$ cat config.mk
export PLATFORM = sky130hd
export DESIGN_NAME = seg_scan_ctrl
export DESIGN_NICKNAME = d
export VERILOG_FILES = /design/src/rtl/seg_scan_ctrl.sv
export SDC_FILE = /design/constraint.sdc
export NUM_CORES = 1
export LEC_CHECK = 0
export BUFFER_PORTS_ARGS = -buffer_cell sky130_fd_sc_hd__buf_2
export CAP_MARGIN = 15
export CORE_MARGIN = 2
export CORE_UTILIZATION = 55
export DETAILED_ROUTE_END_ITERATION = 8
export GPL_TIMING_DRIVEN = 0
export PLACE_DENSITY = 0.72
export SLEW_MARGIN = 0
export SYNTH_ARGS = -nofsm -noshare
export SYNTH_HDL_FRONTEND = slang
export SYNTH_SLANG_ARGS = --single-unit
$ cat constraint.sdc
create_clock -name clk -period 5.4 [get_ports clk]
set_input_delay 1.35 -clock clk [delete_from_list [all_inputs] [get_ports clk]]
set_output_delay 1.35 -clock clk [all_outputs]
set_load 0.005 [all_outputs]
$ cat src/rtl/seg_scan_ctrl.sv
// seg_scan_ctrl: multiplexes one BCD decoder over DIGITS positions, blanking between slots, loading new values only at frame boundaries.
// Define SEG_SCAN_LZ_BLANK_EN to suppress leading zeros (digit 0 always shown).
module seg_scan_ctrl #(
  parameter int DIGITS = 4,
  parameter int DIV    = 50000,
  parameter int BLANK  = 16
) (
  input  logic                  clk,
  input  logic                  reset,
  input  logic                  load_valid,
  output logic                  load_ready,
  input  logic [4*DIGITS-1:0]   load_bcd,
  output logic [3:0]            bcd_out,
  output logic [DIGITS-1:0]     digit_en,
  output logic                  frame_start
);

  localparam int CW = $clog2(DIV);
  localparam int IW = $clog2(DIGITS);
  localparam logic [CW-1:0] CNT_MAX   = CW'(DIV - 1);
  localparam logic [CW-1:0] CNT_BLANK = CW'(BLANK);
  localparam logic [IW-1:0] IDX_MAX   = IW'(DIGITS - 1);

  typedef enum logic {ST_BLANK = 1'b0, ST_SHOW = 1'b1} state_t;

  state_t               state_q, state_d;
  logic [CW-1:0]        cnt_q, cnt_d;
  logic [IW-1:0]        idx_q, idx_d;
  logic [4*DIGITS-1:0]  disp_q, disp_d;
  logic [4*DIGITS-1:0]  pend_q, pend_d;
  logic                 pend_vld_q, pend_vld_d;
  logic                 load_ready_q, load_ready_d;
  logic [3:0]           bcd_q, bcd_d;
  logic                 lit_q, lit_d;

  logic                 wrap, boundary, accept;
  logic [3:0]           sel_nib;
  logic                 sel_lit;
`ifdef SEG_SCAN_LZ_BLANK_EN
  logic                 zero_from_k;
`endif

  always_ff @(posedge clk) begin
    if (reset) begin
      state_q      <= ST_BLANK;
      cnt_q        <= '0;
      idx_q        <= '0;
      disp_q       <= '0;
      pend_q       <= '0;
      pend_vld_q   <= 1'b0;
      load_ready_q <= 1'b1;
      bcd_q        <= 4'd0;
      lit_q        <= 1'b1;
    end else begin
      state_q      <= state_d;
      cnt_q        <= cnt_d;
      idx_q        <= idx_d;
      disp_q       <= disp_d;
      pend_q       <= pend_d;
      pend_vld_q   <= pend_vld_d;
      load_ready_q <= load_ready_d;
      bcd_q        <= bcd_d;
      lit_q        <= lit_d;
    end
  end

  always_comb begin
    wrap     = (cnt_q == CNT_MAX);
    boundary = wrap && (idx_q == IDX_MAX);
    accept   = load_valid && load_ready_q;
    cnt_d    = wrap ? '0 : cnt_q + 1'b1;
    idx_d    = idx_q;
    if (wrap) idx_d = (idx_q == IDX_MAX) ? '0 : idx_q + 1'b1;
  end

  always_comb begin
    state_d = (cnt_d >= CNT_BLANK) ? ST_SHOW : ST_BLANK;
  end

  always_comb begin
    disp_d     = (boundary && pend_vld_q) ? pend_q : disp_q;
    pend_d     = accept ? load_bcd : pend_q;
    pend_vld_d = accept || (pend_vld_q && !boundary);
    // Ready drops right after a transfer but only recovers one cycle after the flag clears.
    load_ready_d = !(pend_vld_q || accept);

    sel_nib = 4'd0;
    sel_lit = 1'b0;
`ifdef SEG_SCAN_LZ_BLANK_EN
    zero_from_k = 1'b1;
`endif
    for (int k = DIGITS - 1; k >= 0; k--) begin
`ifdef SEG_SCAN_LZ_BLANK_EN
      zero_from_k = zero_from_k && (disp_d[4*k +: 4] == 4'd0);
      if (idx_d == IW'(k)) begin
        sel_nib = disp_d[4*k +: 4];
        sel_lit = (disp_d[4*k +: 4] <= 4'd9) && !(zero_from_k && (k != 0));
      end
`else
      if (idx_d == IW'(k)) begin
        sel_nib = disp_d[4*k +: 4];
        sel_lit = (disp_d[4*k +: 4] <= 4'd9);
      end
`endif
    end

    bcd_d = wrap ? sel_nib : bcd_q;
    lit_d = wrap ? sel_lit : lit_q;
  end

  always_comb begin
    for (int k = 0; k < DIGITS; k++) begin
      digit_en[k] = (state_q == ST_SHOW) && lit_q && (idx_q == IW'(k));
    end
    bcd_out     = bcd_q;
    load_ready  = load_ready_q;
    frame_start = !reset && (cnt_q == '0) && (idx_q == '0);
  end

endmodule

==> results.toml <==
[place]
dp_slack_ns = 1.84
gp_congestion = 0.939
placed_cells = 442
hpwl_um = 4580
detailed_place.area_um2 = 2940
portBuffers = 27

[die]
rows = 25
core_area_um2 = 4750
fp.dieW_um = 74.4
die_h_um = 74.4
boundaryPins = 29
die_area_um2 = 5530
initial_core_util_pct = 57.3

[route]
wirelength_um = 6550
wl_per_cell_um = 14.3
drc = 0
drt_iter0_drc = 128
via_count = 2522
drtPass1Iterations = 4
vias_per_cell = 5.51
antenna_left = 0

[clock_network]
cts_setup_buffers = 0
cts_buffer_depth = 2
postCtsHoldBufs = 0
h-tree-depth = 3
clock-sinks = 58
cts.clk_slew.worst_paths_ns = 0.06
cts_buffers = 9
tritoncts = "built"
clk_latency_ns = 0.34
clockRootBuffer = "clkbuf_8"
cts_resized = 0

[global_routing]
grt_usage_pct = 26.5
grt_max_degree = 11
grt_antenna_before_repair = 0
grt_pass1_wl_um = 11100
grt_pass1_vias = 2446
overflow = 0

[timing]
worstMarginPinSlew_ns = 0.866
fin_worst_skew_ns = 0.00429
fin_crit_ns = 3.54
timing.final.max_slew_violations = 0
max-slew-margin-rel_pct = 41.8
min_period_over_period_pct = 65.6
rsz0062_at_grt = "false"
finalHoldViolCount = 0
max_freq_ghz = 0.282
fin_ws_ns = 1.86
tns_ns = 0
setup_viol = 0

[final_layout]
final_cell_mix = "nand2_1, dfxtp_1, a21oi_1, buf_2, nor2_1"
fin_cells = 458
area_delta_synth_final_pct = 16.0
nets = 411
final_cell_area_um2 = 3160
final_common_cell = "nand2_1"
fill_cells = 461
final_layout_size_suffix_gt1_share_pct = 12.8
regArea_um2 = 1160
multi_input_area_um2 = 1450
fin_util_pct = 66.5
antennaDiodeCount = 0

[synthesis]
synthArstFlopShare_pct = 0
avgSynthCellArea_um2 = 7.83
synthFlopType = "dfxtp_1"
yosysTopAreaCellShare_pct = 42.6
netlist_area_um2 = 2730
synth_area_leaders = "dfxtp_1, nand2_1, a21oi_1, nor2_1, ha_1"
synth_seq_cells = 58
yosys.area.top_type = "dfxtp_1"
yosys_warnings = 0
ys_seq_area_share_pct = 42.6
synth_edf_count = 0
synth_fp_nets = 373
yosysUniqueCellTypes = 46
syn_inst = 348

[critical_path]
start_kind = "input port"
reg2reg_depth = 7
cp_data_required_time_ns = 4.05
crit_path_end_kind = "output port"
crit_arrival_ns = 2.19
worst-path-max-fanout = 10
crit_type = "input port to output port"
r2r_slack_ns = 2.46

[power_and_ir_drop]
powerDensity_nw_per_um2 = 294
max-vdd-ir-drop_mv = 0.288
p_leak_nw = 1.22

[outcome]
status = "finished, final reports clean"

[worst_hold_path]
min_path_type = "flop to flop"
min_path_cells = 2

[job]
cap_violations = 0
## report_power, final
part           internal (W)  total [W]  switching [W]
logic             0.0000162  0.0000402      0.0000240
clock network      0.000269   0.000443       0.000174
registers          0.000438   0.000446     0.00000807
total              0.000723   0.000929       0.000206
## layer usage
layer | vias up | part of all wire [%] | track usage (%)
li1 | 1281 | - | -
met1 | 1145 | 43 | 30.0
met2 | 75 | 49 | 44.8
met3 | 21 | 3.7 | 5.15
met4 | 0 | 4.3 | 17.9
met5 | - | 0 | 0
## path summary, 6_finish.rpt
kind                                start               endpoint
setup reg to reg     cnt_q[10]$_SDFF_PP0_     lit_q$_SDFFE_PP1N_
setup / recovery                    reset            frame_start
hold reg to reg   pend_q[12]$_SDFFE_PP0P_  disp_q[12]$_SDFF_PP0_
hold / removal    pend_q[12]$_SDFFE_PP0P_  disp_q[12]$_SDFF_PP0_
## area by class of cell
type                            instances  share of cell area, %
Multi-Input combinational cell        260                   45.7
Sequential cell                        58                   36.7
Clock buffer                           10                   4.35
Timing Repair Buffer                   27                   4.27
Buffer                                 21                   2.69
Tap cell                               67                   2.65
Clock inverter                          6                   2.53
Inverter                                9                   1.07
## metrics by stage
| stage | hold WS, ns | total power (W) |
|---|---|---|
| floorplan | 0.430 | 0.000479 |
| global placement | 0.437 | 0.000496 |
| detailed placement | 0.447 | 0.000497 |
| CTS | 0.455 | 0.000936 |
| global route | 0.470 | 0.000960 |
| finish | 0.452 | 0.000929 |
## cell families after synthesis
group                      Yosys count  synth area share (%)
and+or+nand+nor                    159                  26.3
xor gates and xnor gates            13                  4.18
adders and majority gates            6                  2.75
DFF                                 58                  42.6
muxes                                5                  2.16
buffers and inverters               30                  4.36
AOI/OAI and AO/OA                   77                  17.7
## cell usage after synthesis (5+ instances only)
library cell and count:
nand2_1 78, dfxtp_1 58, a21oi_1 38, nor2_1 28
clkbuf_1 16, nand3_1 15, and3_1 11, inv_1 9
o21ai_0 8, xnor2_1 8, ha_1 6, nor3_1 5
xor2_1 5
## worst max-delay path, cell delays in order
cell	delay (ns)
clkbuf_1	0.22
nor2_1	0.15
nand4_1	0.11
nor3_1	0.21
buf_2	0.15
## registers in the layout (all words and copies together) (netlist names)
register	count
bcd_out	4
cnt_q	16
disp_q	16
idx_q	2
lit_q	1
load_ready	1
pend_q	16
pend_vld_q	1
state_q	1
No activity file was read; power rests on OpenSTA's default activity.
